## config.mk

```make
export PLATFORM = sky130hd
export DESIGN_NAME = des_key_schedule_flat
export DESIGN_NICKNAME = d
export VERILOG_FILES = /design/src/rtl/des_pkg.sv /design/src/rtl/des_key_schedule_if.sv /design/src/rtl/des_pc2.sv /design/src/rtl/des_key_schedule.sv /design/src/flat_wrapper.sv
export SDC_FILE = /design/constraint.sdc
export NUM_CORES = 1
export LEC_CHECK = 0
export ABC_AREA = 1
export CAP_MARGIN = 40
export CORE_ASPECT_RATIO = 2
export CORE_MARGIN = 1.5
export CORE_UTILIZATION = 60
export CTS_CLUSTER_SIZE = 14
export DETAILED_ROUTE_END_ITERATION = 10
export DONT_BUFFER_PORTS = 1
export PLACE_DENSITY = 0.76
export SYNTH_ARGS = -nofsm -noshare
export SYNTH_HDL_FRONTEND = slang
export SYNTH_SLANG_ARGS = --single-unit
```

## constraint.sdc

```tcl
create_clock -name clk -period 2 [get_ports clk]
set_input_delay 0.1 -clock clk [delete_from_list [all_inputs] [get_ports clk]]
set_output_delay 0.1 -clock clk [all_outputs]
set_load 0.005 [all_outputs]
```

## src/rtl/des_pkg.sv

```systemverilog
// DES key-schedule constants shared by the schedule and its PC-2 stage:
// selection tables, rotation schedule, FSM encoding and bit helpers.
package des_pkg;

    typedef enum logic [0:0] {
        ST_IDLE = 1'b0,
        ST_RUN  = 1'b1
    } ks_state_e;

    // Tables hold 1-based DES bit numbers; bit 1 is the MSB of the source vector.
    localparam int PC1_TBL [56] = '{
        57, 49, 41, 33, 25, 17,  9,  1, 58, 50, 42, 34, 26, 18,
        10,  2, 59, 51, 43, 35, 27, 19, 11,  3, 60, 52, 44, 36,
        63, 55, 47, 39, 31, 23, 15,  7, 62, 54, 46, 38, 30, 22,
        14,  6, 61, 53, 45, 37, 29, 21, 13,  5, 28, 20, 12,  4
    };

    localparam int PC2_TBL [48] = '{
        14, 17, 11, 24,  1,  5,  3, 28, 15,  6, 21, 10,
        23, 19, 12,  4, 26,  8, 16,  7, 27, 20, 13,  2,
        41, 52, 31, 37, 47, 55, 30, 40, 51, 45, 33, 48,
        44, 49, 39, 56, 34, 53, 46, 42, 50, 36, 29, 32
    };

    localparam logic [1:0] SHIFT_TBL [16] = '{
        2'd1, 2'd1, 2'd2, 2'd2, 2'd2, 2'd2, 2'd2, 2'd2,
        2'd1, 2'd2, 2'd2, 2'd2, 2'd2, 2'd2, 2'd2, 2'd1
    };

    function automatic logic [55:0] pc1(input logic [63:0] key);
        logic [55:0] cd;
        cd = '0;
        for (int i = 0; i < 56; i++) begin
            cd[55 - i] = key[64 - PC1_TBL[i]];
        end
        return cd;
    endfunction

    function automatic logic [27:0] rotl(input logic [27:0] x, input logic [1:0] n);
        return (n == 2'd2) ? {x[25:0], x[27:26]} : {x[26:0], x[27]};
    endfunction

    function automatic logic [27:0] rotr(input logic [27:0] x, input logic [1:0] n);
        return (n == 2'd2) ? {x[1:0], x[27:2]} : {x[0], x[27:1]};
    endfunction

    // Every key byte must carry an odd number of ones.
    function automatic logic key_parity_ok(input logic [63:0] key);
        logic ok;
        ok = 1'b1;
        for (int b = 0; b < 8; b++) begin
            if (^key[b*8 +: 8] == 1'b0) ok = 1'b0;
        end
        return ok;
    endfunction

endpackage

```

## src/rtl/des_key_schedule_if.sv

```systemverilog
// Key-in / subkey-out handshake bundle of the DES key schedule.
// slave = the schedule itself, master = key source and subkey consumer.
interface des_key_schedule_if;
    logic        key_valid;
    logic        key_ready;
    logic [63:0] key;
    logic        decrypt;
    logic        sk_valid;
    logic        sk_ready;
    logic [47:0] sk;
    logic [3:0]  sk_round;
    logic        sk_last;
    logic        key_err;

    modport master (
        output key_valid, key, decrypt, sk_ready,
        input  key_ready, sk_valid, sk, sk_round, sk_last, key_err
    );

    modport slave (
        input  key_valid, key, decrypt, sk_ready,
        output key_ready, sk_valid, sk, sk_round, sk_last, key_err
    );
endinterface

```

## src/rtl/des_pc2.sv

```systemverilog
// PC-2 compression: selects the 48 subkey bits from the 56-bit C||D register pair.
module des_pc2
    import des_pkg::*;
(
    input  logic [55:0] cd,
    output logic [47:0] sk
);

    // PC-2 discards CD bits 9, 18, 22, 25, 35, 38, 43 and 54.
    logic unused_cd_bits;
    assign unused_cd_bits = ^{cd[47], cd[38], cd[34], cd[31], cd[21], cd[18], cd[13], cd[2]};

    always_comb begin
        sk = '0;
        for (int i = 0; i < 48; i++) begin
            sk[47 - i] = cd[56 - PC2_TBL[i]];
        end
    end

endmodule

```

## src/rtl/des_key_schedule.sv

```systemverilog
// DES key schedule: PC-1 on key acceptance, one PC-2 subkey per sk handshake.
// Define DES_KS_DECRYPT_EN to build the K16..K1 (decrypt) order; otherwise encrypt order only.
module des_key_schedule
    import des_pkg::*;
#(
    parameter int PARITY_CHK = 0
) (
    input logic               clk,
    input logic               rst,
    des_key_schedule_if.slave bus
);

    localparam logic [0:0] IDLE = ST_IDLE;
    localparam logic [0:0] RUN  = ST_RUN;

    logic [0:0]  state_q, state_d;
    logic [27:0] c_half_q, c_half_d;
    logic [27:0] d_half_q, d_half_d;
    logic [3:0]  cnt_q, cnt_d;
    logic        key_err_q, key_err_d;
    logic        accept;
    logic        advance;
    logic [55:0] cd0;

`ifdef DES_KS_DECRYPT_EN
    logic dec_q, dec_d;
`else
    logic unused_decrypt;
    assign unused_decrypt = bus.decrypt;
`endif

    assign accept  = (state_q == IDLE) && bus.key_valid;
    assign advance = (state_q == RUN) && bus.sk_ready;
    assign cd0     = pc1(bus.key);

    // NOTE: every _d signal gets its hold value first, so no path can infer a latch.
    always_comb begin
        state_d   = state_q;
        c_half_d  = c_half_q;
        d_half_d  = d_half_q;
        cnt_d     = cnt_q;
        key_err_d = key_err_q;
`ifdef DES_KS_DECRYPT_EN
        dec_d     = dec_q;
`endif
        if (accept) begin
            state_d   = RUN;
            cnt_d     = '0;
            key_err_d = (PARITY_CHK != 0) && !key_parity_ok(bus.key);
`ifdef DES_KS_DECRYPT_EN
            dec_d = bus.decrypt;
            // K16 has a cumulative rotation of 28, i.e. the unrotated PC-1 halves.
            if (bus.decrypt) begin
                c_half_d = cd0[55:28];
                d_half_d = cd0[27:0];
            end else begin
                c_half_d = rotl(cd0[55:28], SHIFT_TBL[0]);
                d_half_d = rotl(cd0[27:0], SHIFT_TBL[0]);
            end
`else
            c_half_d = rotl(cd0[55:28], SHIFT_TBL[0]);
            d_half_d = rotl(cd0[27:0], SHIFT_TBL[0]);
`endif
        end else if (advance) begin
            if (cnt_q == 4'd15) begin
                state_d = IDLE;
                cnt_d   = '0;
            end else begin
                cnt_d = cnt_q + 4'd1;
`ifdef DES_KS_DECRYPT_EN
                if (dec_q) begin
                    // Undo the rotation that produced the subkey just consumed.
                    c_half_d = rotr(c_half_q, SHIFT_TBL[4'd15 - cnt_q]);
                    d_half_d = rotr(d_half_q, SHIFT_TBL[4'd15 - cnt_q]);
                end else begin
                    c_half_d = rotl(c_half_q, SHIFT_TBL[cnt_q + 4'd1]);
                    d_half_d = rotl(d_half_q, SHIFT_TBL[cnt_q + 4'd1]);
                end
`else
                c_half_d = rotl(c_half_q, SHIFT_TBL[cnt_q + 4'd1]);
                d_half_d = rotl(d_half_q, SHIFT_TBL[cnt_q + 4'd1]);
`endif
            end
        end
    end

    // NOTE: state registers use <= so every flop samples pre-edge values together.
    always_ff @(posedge clk or posedge rst) begin
        if (rst) begin
            state_q   <= IDLE;
            c_half_q  <= '0;
            d_half_q  <= '0;
            cnt_q     <= '0;
            key_err_q <= 1'b0;
`ifdef DES_KS_DECRYPT_EN
            dec_q     <= 1'b0;
`endif
        end else begin
            state_q   <= state_d;
            c_half_q  <= c_half_d;
            d_half_q  <= d_half_d;
            cnt_q     <= cnt_d;
            key_err_q <= key_err_d;
`ifdef DES_KS_DECRYPT_EN
            dec_q     <= dec_d;
`endif
        end
    end

    assign bus.key_ready = (state_q == IDLE);
    assign bus.sk_valid  = (state_q == RUN);
    assign bus.sk_last   = (cnt_q == 4'd15);
    assign bus.key_err   = key_err_q;
`ifdef DES_KS_DECRYPT_EN
    assign bus.sk_round  = dec_q ? (4'd15 - cnt_q) : cnt_q;
`else
    assign bus.sk_round  = cnt_q;
`endif

    des_pc2 u_pc2 (
        .cd ({c_half_q, d_half_q}),
        .sk (bus.sk)
    );

endmodule

```

## src/flat_wrapper.sv

```systemverilog
// flat-port wrapper written by rule: the top's interface ports become plain ports
module des_key_schedule_flat import des_pkg::*;
#(
    parameter int PARITY_CHK = 0
)
  (clk, rst, bus_key_valid, bus_key, bus_decrypt, bus_sk_ready, bus_key_ready, bus_sk_valid, bus_sk, bus_sk_round, bus_sk_last, bus_key_err);
  des_key_schedule_if bus_i ();
  input logic clk;
  input logic rst;
  input wire logic [$bits(bus_i.key_valid)-1:0] bus_key_valid;
  input wire logic [$bits(bus_i.key)-1:0] bus_key;
  input wire logic [$bits(bus_i.decrypt)-1:0] bus_decrypt;
  input wire logic [$bits(bus_i.sk_ready)-1:0] bus_sk_ready;
  output wire logic [$bits(bus_i.key_ready)-1:0] bus_key_ready;
  output wire logic [$bits(bus_i.sk_valid)-1:0] bus_sk_valid;
  output wire logic [$bits(bus_i.sk)-1:0] bus_sk;
  output wire logic [$bits(bus_i.sk_round)-1:0] bus_sk_round;
  output wire logic [$bits(bus_i.sk_last)-1:0] bus_sk_last;
  output wire logic [$bits(bus_i.key_err)-1:0] bus_key_err;
  assign bus_i.key_valid = bus_key_valid;
  assign bus_i.key = bus_key;
  assign bus_i.decrypt = bus_decrypt;
  assign bus_i.sk_ready = bus_sk_ready;
  assign bus_key_ready = bus_i.key_ready;
  assign bus_sk_valid = bus_i.sk_valid;
  assign bus_sk = bus_i.sk;
  assign bus_sk_round = bus_i.sk_round;
  assign bus_sk_last = bus_i.sk_last;
  assign bus_key_err = bus_i.key_err;
  des_key_schedule #(.PARITY_CHK(PARITY_CHK)) u_core (.clk(clk), .rst(rst), .bus(bus_i));
endmodule
```

==> metrics.md, run 1 <==
| Metric | Value |
|---|---|
| Setup_tns | `0 ns` |
| 1st-iter DRT viols | `320` |
| Worst hold path depth | `4` |
| Synthesized area | `0.00422 mm2` |
| Pre-antenna DRT Iters | `5` |
| R2r setup slk | `0.14 ns` |
| P_leak | `0.00235 uW` |
| Sw power | `2520 uW` |
| Wire length on met2 | `around 5000 um` |
| Achievable clock frequency | `0.538 GHz` |
| Pin count of the biggest net entering global routing | `approximately 110` |
| Max Root-Sink Buffers | `2` |
| Actual slew at the worst max-slew pin | `0.617 ns` |
| Initial Utilization | `0.613` |
| Data arrival, critical path | `roughly 2.1 ns` |
| Via count of the first global-routing pass | `3,465` |
| Hold Path End | `u_core.c_half_q[13]` |
| Fin nets | `657` |
| Syn Nets | `720` |
| Htree depth | `3` |
| Asr flop ratio synth | `1.00` |
| Ports | `125` |
| Reg2reg start | `u_core.bus.sk_round[1]` |
| Met1 wire length | `3810 um` |
| Top FF cell, synth | `dfrtp_1` |
| Slew Limit Fails | `0` |
| Max-slew headroom | `0.588` |
| Critical path fanouts, max | `56` |
| Worst reg2reg path endpoint | `u_core.d_half_q[21]` |
| Port bufs | `0` |
| Critical path class | `reg -> reg` |
| Switching share of power | `0.449` |
| CP Launch Type | `flip-flop` |
| Yosys reg bits | `a little over 60` |
| Worst-case reg-to-reg path depth | `7` |
| Total GRT Usage | `0.254` |
| Power Density | `1350 mW/mm2` |
| VDD IR max | `1.43 mV` |
| Largest family of logic cells by synthesized area | `simple AND/OR/NAND/NOR gates` |
| Final ANT Viol Nets | `0` |
| EDFF count, synth | `0` |
| First-pass GRT wire length | `roughly 15,000 um` |
| Setup violators final | `0` |
| Fraction of layout instances using a drive strength above 1 | `0.0530` |
| Die height | `about 120 um` |
| Cell Rows | `43` |
| Routed met3 length | `619 um` |
| RSZ-0062 raised after global routing | `false` |
| Mean Syn Cell Area | `6.53 um2` |
| Sequential power share | `0.322` |
| Adder-Cell Fraction of Synth Area | `0.0119` |
| Most common cell in the netlist | `nand2_1` |
| Via count | `3,727` |
| CTS Sinks | `just over 60` |
| Hold Violations, Final | `0` |
| Mux cell area share after synthesis | `0` |
| Insertion delay to the later sink of the worst-skew pair | `~0.33 ns` |
| Number of antenna violations at the first check in global routing | `0` |
| Required time worst endpoint | `around 2.2 ns` |
| Postcts setup bufs | `0` |
| Largest area contributor in the netlist | `dfrtp_1` |
| Internal Power | `approximately 3000 uW` |
| Gpl congestion | `0.808` |
| Top cells by count, synth | `nand2_1, nand3_1, nor2_1` |
| Hpwl dp | `6120 um` |
| Ranking of synthesized cells by area | `dfrtp_1, nand2_1, nand3_1` |
| Sequential share of the synthesized area | `0.361` |
| Diode count | `0` |
| Synth warn | `0` |
| Clock skew | `0.00379 ns` |
| Synth Instances | `647` |
| Clk pwr share | `0.233` |
| CTS buffer count | `9` |
| Area grow syn2layout | `-1.48%` |
| Core area | `0.00689 mm2` |
| HP Class | `in -> reg` |
| Synth cell types | `20` |
| Final critical-path share of the clock period | `0.930` |
| Max_cap viols | `0` |
| DIE WIDTH | `62.3 um` |
| Comb pwr share | `0.445` |
| Clock tree from TritonCTS | `done` |
| DRC violations left | `0` |
| Root buf cell | `clkbuf_16` |
| Hold path startpoint | `bus_key[62]` |
| Die ar. | `0.00758 mm2` |
| XOR/XNOR Fraction of Synth Area | `0` |
| Final Critical Period | `between 1.5 and 2 ns` |
| Final critical-path setup slack | `0.141 ns` |
| Critical path capture point type | `flip-flop` |
| Vias per inst | `roughly 5.5` |
| Synth Area in Simple Gates | `0.458` |
| Drt wl/cell | `14.5 um` |
| Setup WS pre-CTS | `0.195 ns` |
| Post-Route WL | `roughly 10000 um` |
| Top-area cell type share of the netlist area | `0.361` |
| Uppermost layer routed | `met4` |
| Status | `finished clean` |
| Post-synthesis compound-gate area fraction | `0.00919` |
| Worst-path clk slew | `around 0.050 ns` |
| Total global routing overflow | `0` |
-- power by group through the flow --
stage | Clock, uW | Sequential (uW) | Combinational [uW]
after global routing | 1380 | 1850 | 2790
final | 1310 | 1810 | 2490
after floorplan | 0 | 1710 | 2480
after detailed placement | 0 | 1830 | 2460
after global placement | 0 | 1820 | 2410
after CTS | 1340 | 1810 | 2470
-- worst max-delay path, stage by stage (launching register included) --
cell	delay, ns
dfrtp_1	0.44
ha_1	0.23
nand3_1	0.19
a21oi_4	0.26
buf_6	0.42
nor2_1	0.08
nand2_1	0.08
nand2_1	0.04
-- repair_timing --
item,4_1_cts,5_1_grt
hold buffers,3,0
endpoints found under the hold margin,28,0
setup endpoints to repair,0,1
gates resized for setup,0,2
-- cells in the final DEF (no fill, tap or decap), drive strengths merged --
| master | instances |
|---|---|
| nand2 | 240 |
| ha | 4 |
| nand4 | 2 |
| a22oi | 1 |
| dfrtp | 61 |
| nand3b | 1 |
| clkbuf | 13 |
| conb | 1 |
| o22ai | 2 |
| nand3 | 115 |
| dlygate4sd3 | 3 |
| inv | 10 |
| buf | 13 |
| a21oi | 1 |
| o21ai | 2 |
| clkinv | 1 |
| nor2 | 115 |
-- sequential cells by signal (all words and copies together) (netlist names) --
register / cells
u_core.c_half_q: 28
u_core.d_half_q: 28
u_core.bus.sk_round: 4
u_core.bus.sk_valid: 1
-- stage by stage --
stage | hold slack [ns] | cell area (um2) | power, uW | util | std cells
global route | 0.0327 | 4160 | 6020 | 0.604 | 675
detailed placement | 0.0964 | 3880 | 4290 | 0.563 | 659
CTS | 0.00793 | 4140 | 5620 | 0.602 | 674
floorplan | 0.267 | 4220 | 4190 | - | 647
global placement | 0.0902 | 3880 | 4230 | 0.563 | 659
finish | 0.0118 | 4160 | 5610 | 0.604 | 675
-- worst max-delay path by stage --
stage | start | cells after the start | end | slack (ns)
after floorplan | u_core.bus.sk_round[0] | 12 | u_core.c_half_q[16] | 0.33
after global placement | u_core.bus.sk_round[1] | 7 | u_core.c_half_q[20] | 0.26
after detailed placement | u_core.bus.sk_round[1] | 7 | u_core.c_half_q[20] | 0.19
after CTS | u_core.bus.sk_round[1] | 7 | u_core.c_half_q[2] | 0.18
after global routing | u_core.bus.sk_round[1] | 7 | u_core.d_half_q[21] | 0.02
final | u_core.bus.sk_round[1] | 7 | u_core.d_half_q[21] | 0.14
-- layout make-up --
| type | count | area [um2] |
|---|---|---|
| tap | 90 | 113 |
| clock buffer | 12 | 236 |
| multi-input combinational | 484 | 2040 |
| fill | 689 | 2730 |
| sequential | 61 | 1530 |
| inverter | 11 | 42.5 |
| timing repair buffer | 17 | 206 |
-- logic make-up after synthesis --
group / after synthesis
AND/OR/NAND/NOR: 473
adder cells (fa/ha/maj): 4
buffers and inverters: 102
flip-flops: 61
AO/OA/AOI/OAI: 6
other: 1
-- routing by layer --
metal,GRT usage,vias up
met4,0.108,0
li1,-,1851
met5,0,-
met3,0.0683,13
met1,0.278,1733
met2,0.459,130
(Power assumes the default switching activity.)
==> inputs of run 2 (changes only) <==
--- a/config.mk
+++ b/config.mk
@@ -9,11 +9,11 @@
 export CAP_MARGIN = 40
 export CORE_ASPECT_RATIO = 2
 export CORE_MARGIN = 1.5
-export CORE_UTILIZATION = 60
+export CORE_UTILIZATION = 64
 export CTS_CLUSTER_SIZE = 14
 export DETAILED_ROUTE_END_ITERATION = 10
 export DONT_BUFFER_PORTS = 1
-export PLACE_DENSITY = 0.76
+export PLACE_DENSITY = 0.8
 export SYNTH_ARGS = -nofsm -noshare
 export SYNTH_HDL_FRONTEND = slang
 export SYNTH_SLANG_ARGS = --single-unit
==> run 2 against run 1 <==
Sequential cell count stayed put; hold slack better by 0.0021 ns; wire length is 4.2% lower; cell count is 0.59% lower; cell area is 0.72% higher; register-to-register slack better by 0.08 ns; fmax is 4.2% higher; critical path type unchanged; critical endpoint is now u_core.d_half_q[26]; largest power group unchanged.
==> metrics.md, run 2 (synthesis results as in run 1) <==
| Metric | Value |
|---|---|
| Status | `finished clean` |
| Worst reg2reg path endpoint | `u_core.d_half_q[26]` |
| Final core occ | `0.659 (+0.0546)` |
| RSZ-0062 raised after global routing | `false` |
| 1st-iter DRT viols | `264 (-18%)` |
| Postcts setup bufs | `0 (unchanged)` |
| Switching share of power | `0.440 (-0.00837)` |
| Comb pwr share | `0.435 (-0.010)` |
| Final ANT Viol Nets | `0 (unchanged)` |
| Pre-antenna DRT Iters | `4 (-1)` |
| Insertion delay to the later sink of the worst-skew pair | `0.33 ns (about the same)` |
| Sw power | `2540 uW (+1.1%)` |
| Initial Utilization | `0.664 (+0.0507)` |
| Final critical-path setup slack | `0.216 ns (+0.0754 ns)` |
| Clk pwr share | `0.250 (+0.017)` |
| Hold Violations, Final | `0 (unchanged)` |
| Footprint of the multi-input gates | `0.00204 mm2 (unchanged)` |
| Port bufs | `0 (unchanged)` |
| Number of antenna violations at the first check in global routing | `0 (unchanged)` |
| Most frequent cells in the layout | `nand2_1, nor2_1, nand3_1, dfrtp_1, clkbuf_16` |
| Total Power | `5770 uW (+3.0%)` |
| Drt wl/cell | `14.0 um (-3.6%)` |
| Setup_tns | `0 ns (unchanged)` |
| Critical path class | `reg -> reg` |
| Max_cap viols | `0 (unchanged)` |
| R2r setup slk | `0.22 ns (+0.08 ns)` |
| Data arrival, critical path | `2.00 ns (-0.08 ns)` |
| Gpl congestion | `0.808 (unchanged)` |
| Required time worst endpoint | `2.22 ns (about the same)` |
| Core area | `0.00636 mm2 (-7.6%)` |
| Max Root-Sink Buffers | `2 (unchanged)` |
| Sequential power share | `0.315 (-0.007)` |
| Achievable clock frequency | `0.561 GHz (+4.2%)` |
| Post-Route WL | `9370 um (-4.2%)` |
| Fin nets | `654 (-0.46%)` |
| Diode count | `0 (unchanged)` |
| Hold Path End | `u_core.c_half_q[22]` |
| DIE WIDTH | `60.4 um (-3.0%)` |
| Reg2reg start | `u_core.bus.sk_round[1]` |
| First-pass GRT wire length | `15,500 um (+0.40%)` |
| Hpwl dp | `6000 um (-2.0%)` |
| Htree depth | `3 (unchanged)` |
| P_leak | `0.00237 uW (+0.77%)` |
| Fraction of layout instances using a drive strength above 1 | `0.0581 (+0.00513)` |
| Pin count of the biggest net entering global routing | `69 (-39%)` |
| # fillers | `596 (-13%)` |
| Setup WS pre-CTS | `0.208 ns (+0.0128 ns)` |
| Power Density | `1380 mW/mm2 (+2.2%)` |
| Worst-case reg-to-reg path depth | `12 (+5)` |
| CTS buffer count | `9 (unchanged)` |
| Worst hold path depth | `4 (unchanged)` |
| Clock skew | `0.00614 ns (+0.00235 ns)` |
| Vias per inst | `5.54 (+0.33%)` |
| Die ar. | `0.00712 mm2 (-6.0%)` |
| Area grow syn2layout | `-0.770%` |
| Via count of the first global-routing pass | `3,515 (+1.4%)` |
| Sequential cell area | `0.00153 mm2 (about the same)` |
| Critical path fanouts, max | `56 (unchanged)` |
| Worst setup path start | `u_core.bus.sk_round[1]` |
| Final Critical Period | `1.78 ns (-0.0754 ns)` |
| Ports | `125 (unchanged)` |
| Total global routing overflow | `0 (unchanged)` |
| Via count | `3,717 (-0.27%)` |
| CP Launch Type | `flip-flop` |
| Hold path startpoint | `bus_key[55]` |
| Cell Rows | `41 (-4.7%)` |
| Root buf cell | `clkbuf_16` |
| Slew Limit Fails | `0 (unchanged)` |
| Worst Hold Slack | `0.0138 ns (+0.00205 ns)` |
| CTS Sinks | `61 (unchanged)` |
| Setup violators final | `0 (unchanged)` |
| HP Class | `in -> reg` |
| Critical path capture point type | `flip-flop` |
| Total GRT Usage | `0.279 (+0.0255)` |
| Internal Power | `3230 uW (+4.5%)` |
| Clock tree from TritonCTS | `done` |
| Commonest non-fill, non-tap cell in the layout | `nand2_1` |
| VDD IR max | `2.35 mV (+64%)` |
| Final critical-path share of the clock period | `0.892 (-0.0377)` |
| Die height | `118 um (-3.1%)` |
| DRC violations left | `0 (unchanged)` |
| Worst-path clk slew | `0.05 ns (about the same)` |
[run 2: layer usage]
metal | track usage | share of wire
met1 | 0.317 | 0.39
met2 | 0.480 | 0.53
met3 | 0.0879 | 0.060
met4 | 0.0897 | 0.015
met5 | 0 | 0
[run 2: power groups by stage]
| stage | Clock, uW | Sequential [uW] | Combinational [uW] |
|---|---|---|---|
| floorplan | 0 | 1710 | 2480 |
| global placement | 0 | 1820 | 2430 |
| detailed placement | 0 | 1830 | 2490 |
| CTS | 1460 | 1810 | 2520 |
| global route | 1520 | 1860 | 2820 |
| finish | 1440 | 1820 | 2510 |
[run 2: through the flow]
| step | cell area (um2) | cells |
|---|---|---|
| global placement | 3890 | 654 |
| floorplan | 4220 | 647 |
| finish | 4190 | 671 |
| detailed placement | 3890 | 654 |
| global route | 4190 | 671 |
| CTS | 4190 | 671 |
[run 2: repair_timing]
item,CTS,global route
setup endpoints to repair,0,18
hold buffers,2,0
endpoints found under the hold margin,18,0
gates resized for setup,0,1
[run 2: critical path, stage by stage, from the launching register on]
cell	delay, ns
dfrtp_2	0.47
ha_1	0.23
inv_1	0.08
nand2_1	0.07
nand2_1	0.08
nand2_1	0.07
nand2_2	0.11
nand2_2	0.08
buf_12	0.19
nand2_1	0.09
nand3_1	0.08
nand2_1	0.08
nand2_1	0.05
[run 2: how the worst max path moves through the flow]
stage                                to  slack, ns  depth (start not counted)
finish              u_core.d_half_q[26]       0.22                         12
floorplan           u_core.c_half_q[16]       0.33                         12
detailed placement  u_core.d_half_q[26]       0.21                         12
global route        u_core.d_half_q[18]       0.06                         12
CTS                 u_core.d_half_q[26]       0.19                         12
global placement     u_core.d_half_q[1]       0.27                         12
[run 2: final cells by class]
cell class / instances / share of cell area
Multi-Input combinational cell: 484 / 0.486
Tap cell: 86 / 0.0257
Timing Repair Buffer: 14 / 0.0472
Inverter: 11 / 0.0102
Clock inverter: 1 / 0.00119
Sequential cell: 61 / 0.365
Clock buffer: 14 / 0.0654
==> inputs of run 3 (changes only) <==
--- a/config.mk
+++ b/config.mk
@@ -7,13 +7,17 @@
 export LEC_CHECK = 0
 export ABC_AREA = 1
 export CAP_MARGIN = 40
+export CELL_PAD_IN_SITES_DETAIL_PLACEMENT = 1
+export CELL_PAD_IN_SITES_GLOBAL_PLACEMENT = 1
 export CORE_ASPECT_RATIO = 2
 export CORE_MARGIN = 1.5
-export CORE_UTILIZATION = 64
+export CORE_UTILIZATION = 45
+export CTS_BUF_LIST = sky130_fd_sc_hd__clkbuf_8
 export CTS_CLUSTER_SIZE = 14
 export DETAILED_ROUTE_END_ITERATION = 10
 export DONT_BUFFER_PORTS = 1
-export PLACE_DENSITY = 0.8
+export PLACE_DENSITY_LB_ADDON = 0.1
 export SYNTH_ARGS = -nofsm -noshare
 export SYNTH_HDL_FRONTEND = slang
 export SYNTH_SLANG_ARGS = --single-unit
+export TNS_END_PERCENT = 30
==> run 3 against run 2 <==
The flow now finishes with violations (DRC); wire length rose by 33%; die area rose by 41%; register-to-register slack got worse by 0.08 ns; critical path depth did not move; count of clock-buffer cells in the layout fell by 2; sequential share of layout area fell by 3.1 points; non-clock buffer count rose by 43; core utilization fell by 15 points; clock power fell by 28%; cell count rose by 8.8%; first-iteration DRC count fell by 9.8%.
==> metrics.md, run 3 (synthesis results as in run 1) <==
| Metric | Value |
|---|---|
| Hold Violations, Final | `0 (unchanged)` |
| Setup violators final | `0 (unchanged)` |
| Clock tree from TritonCTS | `done` |
| Ports | `125 (unchanged)` |
| Actual slew at the worst max-slew pin | `0.595 ns` |
| Uppermost layer routed | `met4` |
| Fin nets | `697 (+6.6%)` |
| Switching share of power | `0.474 (+0.0340)` |
| Power Density | `1310 mW/mm2 (-5.0%)` |
| 1st-iter DRT viols | `238 (-9.8%)` |
| Gpl congestion | `0.765 (-5.3%)` |
| DIE WIDTH | `71.5 um (+18%)` |
| Internal Power | `3160 uW (-2.3%)` |
| P_leak | `0.00254 uW (+7.5%)` |
| Pre-antenna DRT Iters | `7 (+3)` |
| Final core occ | `0.506 (-0.153)` |
| Post-Route WL | `12,400 um (+33%)` |
| Final ANT Viol Nets | `0 (unchanged)` |
| Comb pwr share | `0.524 (+0.089)` |
| Initial Utilization | `0.465 (-0.198)` |
| Critical path capture point type | `flip-flop` |
| VDD IR max | `1.24 mV (-47%)` |
| Max Root-Sink Buffers | `2 (unchanged)` |
| First-pass GRT wire length | `19,900 um (+28%)` |
| Area grow syn2layout | `8.65%` |
| Critical path fanouts, max | `22 (-61%)` |
| Sw power | `2850 uW (+12%)` |
| Slew Limit Fails | `0 (unchanged)` |
| Required time worst endpoint | `2.24 ns (+0.02 ns)` |
| Met1 wire length | `4890 um (+33%)` |
| Critical path class | `reg -> reg` |
| Clk pwr share | `0.173 (-0.077)` |
| Core area | `0.00907 mm2 (+43%)` |
| Die height | `140 um (+19%)` |
| Commonest non-fill, non-tap cell in the layout | `nand2_1` |
| Final Critical Period | `1.86 ns (+0.0791 ns)` |
| Root buf cell | `clkbuf_8` |
| Clock skew | `0.00747 ns (+0.00133 ns)` |
| Routed met3 length | `630 um (+11%)` |
| Total GRT Usage | `0.247 (-0.0320)` |
| Via count | `4,025 (+8.3%)` |
| HP Class | `in -> reg` |
| Number of antenna violations at the first check in global routing | `0 (unchanged)` |
| Setup WS pre-CTS | `0.144 ns (-0.0632 ns)` |
| Die ar. | `0.0100 mm2 (+41%)` |
| Max-slew headroom | `0.603` |
| Sequential power share | `0.303 (-0.012)` |
| Diode count | `0 (unchanged)` |
| Final critical-path setup slack | `0.137 ns (-0.0791 ns)` |
| Failing checks | `DRC` |
| Hpwl dp | `7740 um (+29%)` |
| Worst-path clk slew | `0.07 ns (+0.02 ns)` |
| Status | `finished with violations` |
| CTS Sinks | `61 (unchanged)` |
| Via count of the first global-routing pass | `4,194 (+19%)` |
| Most frequent cells in the layout | `nand2_1, nor2_1, nand3_1, dfrtp_1, dlygate4sd3_1` |
| Pin count of the biggest net entering global routing | `62 (-10%)` |
| Total global routing overflow | `0 (unchanged)` |
| Data arrival, critical path | `2.11 ns (+0.11 ns)` |
| Insertion delay to the later sink of the worst-skew pair | `0.35 ns (+0.02 ns)` |
| Htree depth | `3 (unchanged)` |
| Drt wl/cell | `17.0 um (+22%)` |
| Worst Hold Slack | `0.00626 ns (-0.00756 ns)` |
| Final critical-path share of the clock period | `0.932 (+0.0396)` |
| CTS buffer count | `9 (unchanged)` |
| Setup_tns | `0 ns (unchanged)` |
| Cell Rows | `49 (+20%)` |
| Vias per inst | `5.51 (-0.47%)` |
| Fraction of layout instances using a drive strength above 1 | `0.0701 (+0.0119)` |
| Port bufs | `0 (unchanged)` |
| DRC violations left | `8 (+8)` |
| CP Launch Type | `flip-flop` |
| Wire length on met2 | `6790 um (+36%)` |
| Max_cap viols | `0 (unchanged)` |
| Achievable clock frequency | `0.537 GHz (-4.2%)` |
| RSZ-0062 raised after global routing | `false` |
==> run 3: worst max-delay path: stages (launching register included) <==
cell,delay (ns)
dfrtp_2,0.46
ha_1,0.23
inv_1,0.08
nand2_1,0.08
nand2_1,0.10
nand2_1,0.09
nand2_4,0.13
nand2_4,0.09
clkbuf_16,0.21
nand2_1,0.07
nand3_1,0.08
nand2_1,0.08
nand2_1,0.05
==> run 3: repair_timing <==
item	CTS	global route
setup buffers	0	2
hold buffers	36	0
hold endpoints to repair	58	0
endpoints found under the setup margin	0	27
resized for setup	0	4
==> run 3: final cells by class <==
cell class / instances / area (um2)
clock buffer: 12 / 165
clock inverter: 3 / 12.5
fill: 1184 / 4490
inverter: 11 / 42.5
multi-input combinational: 484 / 2050
sequential: 61 / 1530
tap: 102 / 128
timing repair buffer: 57 / 666
==> run 3: path summary, 6_finish.rpt <==
kind / startpoint / slack, ns / depth (start not counted) / to
max: u_core.bus.sk_round[1] / 0.14 / 12 / u_core.d_half_q[20]
min: bus_key[36] / 0.006 / 4 / u_core.d_half_q[4]
max reg2reg: u_core.bus.sk_round[1] / 0.14 / 12 / u_core.d_half_q[20]
min reg2reg: u_core.d_half_q[21] / 0.52 / 2 / u_core.d_half_q[21]
max in group asynchronous: rst / 1.10 / 3 / u_core.c_half_q[19]
min in group asynchronous: rst / 0.28 / 2 / u_core.c_half_q[26]
==> run 3: power by group through the flow <==
stage | clock network (uW) | logic, uW | registers, uW
finish | 1040 | 3150 | 1820
detailed placement | 0 | 2700 | 1850
floorplan | 0 | 2480 | 1710
global route | 1110 | 3510 | 1860
CTS | 1070 | 2770 | 1830
global placement | 0 | 2610 | 1840
==> run 3: routing by layer <==
layer | track usage | vias to the layer above
li1 | - | 1932
met1 | 0.277 | 1988
met2 | 0.449 | 95
met5 | 0 | -
met4 | 0.0735 | 0
met3 | 0.0655 | 10
==> run 3: through the flow <==
stage,cells,power (uW),area [um2]
2_1_floorplan,647,4190,4220
3_3_place_gp,675,4450,3970
3_5_place_dp,675,4550,3970
4_1_cts,726,5670,4510
5_1_grt,730,6480,4590
6_report,730,6010,4590
